## config.mk

```make
export PLATFORM = sky130hd
export DESIGN_NAME = flick_debouncer
export DESIGN_NICKNAME = d
export VERILOG_FILES = /design/src/rtl/flick_pkg.sv /design/src/rtl/flick_debouncer_sync.sv /design/src/rtl/flick_debouncer.sv
export SDC_FILE = /design/constraint.sdc
export NUM_CORES = 1
export LEC_CHECK = 0
export CAP_MARGIN = 15
export CELL_PAD_IN_SITES_DETAIL_PLACEMENT = 1
export CELL_PAD_IN_SITES_GLOBAL_PLACEMENT = 1
export CORE_AREA = 2 2 39 41
export CTS_BUF_LIST = sky130_fd_sc_hd__clkbuf_16
export DETAILED_ROUTE_END_ITERATION = 8
export DIE_AREA = 0 0 41 43
export MAX_ROUTING_LAYER = met4
export PLACE_DENSITY = 0.73
export SYNTH_ARGS = -nofsm -noshare
export SYNTH_HDL_FRONTEND = slang
export SYNTH_SLANG_ARGS = --single-unit
```

## constraint.sdc

```tcl
create_clock -name clk -period 1.5 [get_ports clk]
set_input_delay 0.15 -clock clk [delete_from_list [all_inputs] [get_ports clk]]
set_output_delay 0.15 -clock clk [all_outputs]
set_load 0.01 [all_outputs]
```

## src/rtl/flick_pkg.sv

```systemverilog
// Shared types and defaults for the flick input conditioner.
// State encoding is fixed at 2 bits.
package flick_pkg;

    typedef enum logic [1:0] {
        IDLE_LOW     = 2'd0,
        CONFIRM_HIGH = 2'd1,
        STABLE_HIGH  = 2'd2,
        CONFIRM_LOW  = 2'd3
    } state_t;

    localparam int DEF_SYNC_STAGES     = 2;
    localparam int DEF_DEBOUNCE_CYCLES = 4;
    localparam int DEF_HOLD_CYCLES     = 16;

endpackage

```

## src/rtl/flick_debouncer_sync.sv

```systemverilog
// Multi-flop synchroniser for one asynchronous bit.
// Synchronous active-high reset clears the chain to 0.
module bit_synchronizer #(
    parameter int STAGES = 2
) (
    input  logic clk,
    input  logic rst,
    input  logic d,
    output logic q
);

    logic [STAGES-1:0] r_sync;

    always_ff @(posedge clk) begin
        if (rst) begin
            r_sync <= '0;
        end else begin
            r_sync <= {r_sync[STAGES-2:0], d};
        end
    end

    assign q = r_sync[STAGES-1];

endmodule

```

## src/rtl/flick_debouncer.sv

```systemverilog
// Flick input conditioner: sync, debounce, rise/fall pulses.
// Long-press pulse only when FLICK_HOLD_EN is defined.
module flick_debouncer
    import flick_pkg::*;
#(
    parameter int SYNC_STAGES     = DEF_SYNC_STAGES,
    parameter int DEBOUNCE_CYCLES = DEF_DEBOUNCE_CYCLES,
    parameter int HOLD_CYCLES     = DEF_HOLD_CYCLES
) (
    input  logic clk,
    input  logic rst,
    input  logic flick_raw,
    output logic flick_clean,
    output logic flick_rise,
    output logic flick_fall,
    output logic flick_hold
);

    localparam int CW = $clog2(DEBOUNCE_CYCLES + 1);
    localparam logic [CW-1:0] CNT_LAST = CW'(DEBOUNCE_CYCLES - 1);
    localparam logic [CW-1:0] CNT_MAX  = CW'(DEBOUNCE_CYCLES);

    logic    w_s;
    state_t  r_state;
    logic [CW-1:0] r_cnt;
    logic    r_clean;
    logic    r_rise;
    logic    r_fall;

    bit_synchronizer #(.STAGES(SYNC_STAGES)) u_sync (
        .clk (clk),
        .rst (rst),
        .d   (flick_raw),
        .q   (w_s)
    );

    always_ff @(posedge clk) begin
        if (rst) begin
            r_state <= IDLE_LOW;
            r_cnt   <= '0;
            r_clean <= 1'b0;
            r_rise  <= 1'b0;
            r_fall  <= 1'b0;
        end else begin
            r_rise <= 1'b0;
            r_fall <= 1'b0;
            unique case (r_state)
                IDLE_LOW: begin
                    if (w_s) begin
                        if (DEBOUNCE_CYCLES == 1) begin
                            r_state <= STABLE_HIGH;
                            r_clean <= 1'b1;
                            r_rise  <= 1'b1;
                            r_cnt   <= '0;
                        end else begin
                            r_state <= CONFIRM_HIGH;
                            r_cnt   <= CW'(1);
                        end
                    end
                end
                CONFIRM_HIGH: begin
                    if (!w_s) begin
                        r_state <= IDLE_LOW;
                        r_cnt   <= '0;
                    end else if (r_cnt == CNT_LAST) begin
                        r_state <= STABLE_HIGH;
                        r_clean <= 1'b1;
                        r_rise  <= 1'b1;
                        r_cnt   <= '0;
                    end else if (r_cnt != CNT_MAX) begin
                        r_cnt <= r_cnt + 1'b1;
                    end
                end
                STABLE_HIGH: begin
                    if (!w_s) begin
                        if (DEBOUNCE_CYCLES == 1) begin
                            r_state <= IDLE_LOW;
                            r_clean <= 1'b0;
                            r_fall  <= 1'b1;
                            r_cnt   <= '0;
                        end else begin
                            r_state <= CONFIRM_LOW;
                            r_cnt   <= CW'(1);
                        end
                    end
                end
                CONFIRM_LOW: begin
                    if (w_s) begin
                        r_state <= STABLE_HIGH;
                        r_cnt   <= '0;
                    end else if (r_cnt == CNT_LAST) begin
                        r_state <= IDLE_LOW;
                        r_clean <= 1'b0;
                        r_fall  <= 1'b1;
                        r_cnt   <= '0;
                    end else if (r_cnt != CNT_MAX) begin
                        r_cnt <= r_cnt + 1'b1;
                    end
                end
            endcase
        end
    end

    assign flick_clean = r_clean;
    assign flick_rise  = r_rise;
    assign flick_fall  = r_fall;

`ifdef FLICK_HOLD_EN
    localparam int HW = $clog2(HOLD_CYCLES + 1);
    localparam logic [HW-1:0] HOLD_MAX  = HW'(HOLD_CYCLES);
    localparam logic [HW-1:0] HOLD_PREV = HW'(HOLD_CYCLES - 1);

    logic          w_enter_high;
    logic          w_stay_high;
    logic [HW-1:0] r_hold_cnt;
    logic          r_hold_pend;
    logic          r_hold;

    assign w_stay_high  = w_s && (r_state == STABLE_HIGH);
    assign w_enter_high = w_s && (
        (r_state == CONFIRM_HIGH && r_cnt == CNT_LAST) ||
        (r_state == IDLE_LOW && DEBOUNCE_CYCLES == 1) ||
        (r_state == CONFIRM_LOW));

    // Pulse lands the cycle after the count saturates, so clean has been high HOLD_CYCLES cycles.
    always_ff @(posedge clk) begin
        if (rst) begin
            r_hold_cnt  <= '0;
            r_hold_pend <= 1'b0;
            r_hold      <= 1'b0;
        end else begin
            r_hold      <= r_hold_pend && w_stay_high;
            r_hold_pend <= 1'b0;
            if (w_enter_high) begin
                r_hold_cnt  <= HW'(1);
                r_hold_pend <= (HOLD_CYCLES == 1);
            end else if (w_stay_high) begin
                if (r_hold_cnt != HOLD_MAX) begin
                    r_hold_cnt  <= r_hold_cnt + 1'b1;
                    r_hold_pend <= (r_hold_cnt == HOLD_PREV);
                end
            end else begin
                r_hold_cnt <= '0;
            end
        end
    end

    assign flick_hold = r_hold;
`else
    assign flick_hold = 1'b0;
`endif

endmodule

```

## Word-level counts from Yosys, hierarchy flattened

Cells that the tools add are included.

| word-level totals | value |
|---|---|
| input port bits | 3 |
| flip-flop bits (word level) | 10 |
| output and inout bits | 4 |
| logic and storage cells | 50 |

| operators by class | value |
|---|---|
| reductions and logical operators | 7 |
| eq/ne operators | 13 |
| add/subtract/negate cells | 1 |
| bitwise gates (word level) | 3 |
| mux-type cells | 20 |

Operator list:

| operator | count |
|---|---|
| $mux W3 | 6 |
| $mux W2 | 6 |
| $pmux W3 S4 | 1 |
| $ne A2 B2 Y1 const B | 4 |
| $pmux W2 S4 | 1 |
| $ne A3 B3 Y1 const B | 2 |
| $reduce_or A3 Y1 | 2 |
| $mux W1 | 5 |
| $reduce_and A5 Y1 | 1 |
| $eq A2 B2 Y1 const B | 2 |
| $ne A2 B1 Y1 const B | 2 |
| $reduce_and A4 Y1 | 1 |
| $add A3 B1 Y3 const B | 1 |
| $eq A3 B2 Y1 const B | 1 |
| $ne A3 B2 Y1 const B | 1 |
| $not A1 Y1 | 3 |
| $eq A2 B1 Y1 const B | 1 |
| $logic_not A2 Y1 | 1 |
| $pmux W1 S2 | 1 |
| $reduce_and A2 Y1 | 1 |
| $reduce_bool A2 Y1 | 1 |

## Depth between registers and ports, before layout

| logic depth | value |
|---|---|
| depth after elaboration | 5 |
| depth in mapped cells | 5 |
| depth with buffers taken out | 5 |

## Hierarchy

Synthesis repeated with hierarchy kept, for this count alone.

| second synthesis, totals | value |
|---|---|
| cells, all modules | 50 |
| area total of the unflattened synthesis | 457.9 um^2 |

By module, submodules not included:

| module | instances | area an instance (um^2) | sequential area each (um^2) | cells an instance |
|---|---|---|---|---|
| flick_debouncer | 1 | 405.4 | 160.2 | 46 |
| bit_synchronizer | 1 | 52.6 | 40.0 | 4 |

## Worst setup path before layout

Ideal clock, no wire load.

| timing | value |
|---|---|
| path type | reg-to-reg |
| start | reg r_cnt[0] |
| end | reg r_cnt[1] |
| arrival time | 1.344 ns |
| clock period less this slack | 1.415 ns |
| required time | 1.429 ns |
| buffers on the path | 0 |
| setup slack | 0.085 ns |
| setup time | 0.071 ns |
| stages on the path, launching flop included | 6 |
| cell sequence | dfxtp_1 > inv_1 > ha_1 > a21bo_2 > a2111o_1 > a21oi_1 |

| on the way | value |
|---|---|
| cells in the longest elaborated chain, start to end | 5 |
| elaborated cells on any way between the ends | 8 |
| classes of those cells | 1 x add/sub; 2 x eq/ne; 5 x mux |

RTL lines:

| item | RTL line | source |
|---|---|---|
| from (decl) | flick_debouncer.sv:25 | `logic [CW-1:0] r_cnt;` |
| from (signal assigned) | flick_debouncer.sv:71 | `r_cnt <= r_cnt + 1'b1;` |
| from (signal assigned) | flick_debouncer.sv:97 | `r_cnt <= r_cnt + 1'b1;` |
| $add A3 B1 Y3 / $ne A3 B3 Y1 (equally long branches) | - |  |
| $mux W3 | flick_debouncer.sv:70, flick_debouncer.sv:96 |  |
| $mux W3 (*) | flick_debouncer.sv:65 | `end else if (r_cnt == CNT_LAST) begin` |
| $mux W3, on equally long branches | flick_debouncer.sv:88, flick_debouncer.sv:62 |  |
| $pmux W3 S4 (*) | flick_debouncer.sv:47 | `unique case (r_state)` |

Mark *: on every way between the ends. The rest lies on a longest branch, timed or not.
A chain may end at the register's enable or synchronous reset.

## Worst setup path after layout

| timing | value |
|---|---|
| start | reg r_cnt[1] |
| end | reg r_cnt[1] |

Same word-level chain as after synthesis.

==> impl_table.tex <==
\begin{tabular}{lr}
\hline
Metric & Value \\
\hline
\multicolumn{2}{l}{\textbf{Synthesis}} \\
Synth cell types & 23 \\
Post-synthesis register bit count & 10 \\
Area of the mapped netlist & about 480 um2 \\
Synth Net Count & between 50 and 60 \\
Top flip-flop cell by instance count after synthesis & sky130\_fd\_sc\_hd\_\_dfxtp\_1 \\
Post-Syn Instances & 51 \\
Number of enable-type register cells in the synthesized netlist & 0 \\
Seq/Total Area, Yosys & 0.4199 \\
Synthesized area per cell & 9.347 um2 \\
Fraction of registers with async set/reset & 0 \\
Yosys warning count & 0 \\
\multicolumn{2}{l}{\textbf{Clock tree}} \\
Clock Path Buffers & 2 \\
Count of H-tree levels built during CTS & 1 \\
Later-pin clock latency in the skew report & 0.23 ns \\
TritonCTS Buffers & 3 \\
Hold bufs inserted after CTS & 0 \\
Total setup buffers inserted after CTS & 0 \\
CTS tree & done \\
Clock root buffer master & sky130\_fd\_sc\_hd\_\_clkbuf\_16 \\
Number of clock sinks seen by CTS & 10 \\
Clock-pin slew on the worst setup and hold paths & around 0.040 ns \\
\multicolumn{2}{l}{\textbf{GRT}} \\
Number of global-route vias before repair & 400 \\
Pin count of the biggest net entering global routing & 9 \\
Number of antenna violations at the first check in global routing & 0 \\
Wire length of the first global-routing pass & 1738 um \\
Grt total ovfl & 0 \\
GRT Total Usage & 0.1515 \\
\multicolumn{2}{l}{\textbf{Power and ir drop}} \\
Power per Cell Area & between 1000 and 1500 nW/um2 \\
Power, Total & $\sim$800 uW \\
Max IR drop VDD & 0.0005441 V \\
Total leakage power & around 0.00023 uW \\
\multicolumn{2}{l}{\textbf{Setup path}} \\
Worst-path cell with the longest stage delay & sky130\_fd\_sc\_hd\_\_a2111o\_1 \\
Setup crit start & r\_cnt[1]\$\_SDFFE\_PP0P\_ \\
Worst-path cell chain & inv\_1 -> ha\_1 -> a21bo\_2 -> a2111o\_1 -> a21oi\_2 \\
Reg-to-Reg Start & r\_cnt[1]\$\_SDFFE\_PP0P\_ \\
Slowest stage delay, CP & $\sim$0.41 ns \\
Highest fanout seen on the critical path & 4 \\
Worst Path Class, Setup & reg2reg \\
Arrival time reported for the critical path endpoint & about 1.6 ns \\
Largest delay contributor family on the critical path & compound AO/OA/AOI/OAI gates \\
WP buf/inv & 1 \\
Critical Path Sink Type & flip-flop \\
Worst EP required & about 1.7 ns \\
CP startpoint kind & flip-flop \\
\multicolumn{2}{l}{\textbf{Placed design}} \\
Global placement routability congestion & around 0.67 \\
Post-Place Cell Area & between 500 and 600 um2 \\
Half-perimeter wire length after placement & slightly above 700 um \\
Port buffer count & 5 \\
\multicolumn{2}{l}{\textbf{Job}} \\
Maximum capacitance violations & 0 \\
\multicolumn{2}{l}{\textbf{Finish}} \\
Nets & 69 \\
Growth of design area from synthesis to finish & 35.96\% \\
Final design instance area without fill & about 650 um2 \\
Final antenna diode count & 0 \\
Layout cell share with drive strength beyond 1 & 0.2167 \\
\multicolumn{2}{l}{\textbf{Routing}} \\
DR vias & just under 400 \\
Routed wire per std cell & $\sim$14 um \\
Total wire length & a little over 1000 um \\
Detail-routed via count per cell & 5.197 \\
TritonRoute pass-1 iters & 4 \\
Number of remaining DRC errors & 0 \\
Count of nets left with antenna violations after detail routing & 0 \\
Count of routing violations after the opening detailed-route iteration & 3 \\
\multicolumn{2}{l}{\textbf{STA}} \\
Final count of hold timing violations & 0 \\
Fin Clk Skew & roughly 0.00046 ns \\
Number of slew-limit violations in the final report & 0 \\
Final min period & 1.433 ns \\
FMAX & about 700 MHz \\
Setup\_tns & 0 ns \\
Count of endpoints failing setup in the final report & 0 \\
RSZ-0062 raised after global routing & no \\
Period Utilization, post-route & 0.9552 \\
\multicolumn{2}{l}{\textbf{Die}} \\
Die Height & roughly 43 um \\
Standard cell core area & about 1400 um2 \\
Number of top-level pins & 7 \\
Starting Density & 0.3445 \\
Die outline area & approximately 1800 um2 \\
Die Wd & $\sim$41 um \\
Cell Rows & 14 \\
\multicolumn{2}{l}{\textbf{Worst hold path}} \\
Worst Hold Class & reg2reg \\
Launch instance of the worst min-delay path & u\_sync.r\_sync[0]\$\_SDFF\_PP0\_ \\
\multicolumn{2}{l}{\textbf{Run status}} \\
Result of the run & finished clean \\
\hline
\end{tabular}
## where the power goes
part | leakage [uW] | total [uW] | internal (uW) | switching, uW
sequential | 0.0000821 | 279 | 273 | 5.78
clock | 0.0000370 | 463 | 345 | 118
combinational | 0.000116 | 40.4 | 20.9 | 19.5
## synthesized netlist by cell type (all sizes together) (2+ instances only)
cell type | number | area, um2
a21oi | 4 | 20.02
buf | 2 | 12.51
inv | 4 | 15.01
ha | 4 | 50.05
nand3 | 4 | 20.02
dfxtp | 10 | 200.2
nor4b | 2 | 23.77
a2111o | 2 | 22.52
a211oi | 2 | 15.01
nor2b | 2 | 12.51
nand2 | 4 | 15.01
o21ai | 3 | 15.01
## metrics by stage
step	hold slack [ns]	utilization	cells	worst slack, ns
6_report	0.4589	0.4684	76	0.06724
5_1_grt	0.4761	0.4684	76	0.007655
4_1_cts	0.4499	0.4593	76	0.01873
3_5_place_dp	0.4369	0.4051	73	0.02860
3_3_place_gp	0.4190	0.4051	73	0.07886
2_1_floorplan	0.2782	-	51	0.08506
## cells in the final DEF, fill, tap and decap left out, drive strengths merged
| cell type | instances |
|---|---|
| xnor2 | 1 |
| ha | 4 |
| inv | 4 |
| dfxtp | 10 |
| and4b | 1 |
| a21bo | 1 |
| nor2b | 2 |
| a21oi | 4 |
| clkdlybuf4s50 | 5 |
| buf | 4 |
| clkbuf | 3 |
| nor4b | 2 |
| a211oi | 2 |
| nand3 | 4 |
| nand2 | 4 |
| a31oi | 1 |
| conb | 1 |
| nor2 | 1 |
| a2111o | 2 |
| xor2 | 1 |
| o21ai | 3 |
## state kept, by name, summed over array words and instances, names as in the netlist, named ones only
signal	cells
u_sync.r_sync	2
r_cnt	3
flick_rise	1
r_state	1
flick_fall	1
flick_clean	1
## kinds of logic after synthesis
group	count (synthesis)	synth area share
simple gates	14	0.1785
flops	10	0.4199
fa+ha+maj	4	0.1050
compound gates	13	0.1863
buf+inv	7	0.06560
other cells	1	0.007866
xor+xnor	2	0.03675
## routing by layer
| layer | track usage | routed length [um] | up-vias |
|---|---|---|---|
| met1 | 0.1845 | 487 | 191 |
| met5 | - | 0 | - |
| li1 | - | - | 195 |
| met3 | 0.06283 | 36 | 0 |
| met2 | 0.2156 | 505 | 9 |
| met4 | 0.06000 | 0 | 0 |
## final cells by class
cell class / instances / area, um2
sequential: 10 / 202.7
timing repair buffer: 9 / 80.08
inverter: 4 / 15.01
multi-input combinational: 34 / 255.2
clock buffer: 3 / 75.07
fill: 158 / 735.7
tap: 16 / 20.02
## worst paths after layout
path,end,slack (ns),cells after the start
min,u_sync.r_sync[1]$_SDFF_PP0_,0.46,1
max reg2reg,r_cnt[1]$_SDFFE_PP0P_,0.07,5
min reg2reg,u_sync.r_sync[1]$_SDFF_PP0_,0.46,1
max,r_cnt[1]$_SDFFE_PP0P_,0.07,5
## timing repair
| item | in CTS | in global routing |
|---|---|---|
| endpoints found under the hold margin | 0 | 0 |
| resized for setup | 0 | 4 |
| setup endpoints to repair | 0 | 2 |
(Power assumes the default switching activity.)
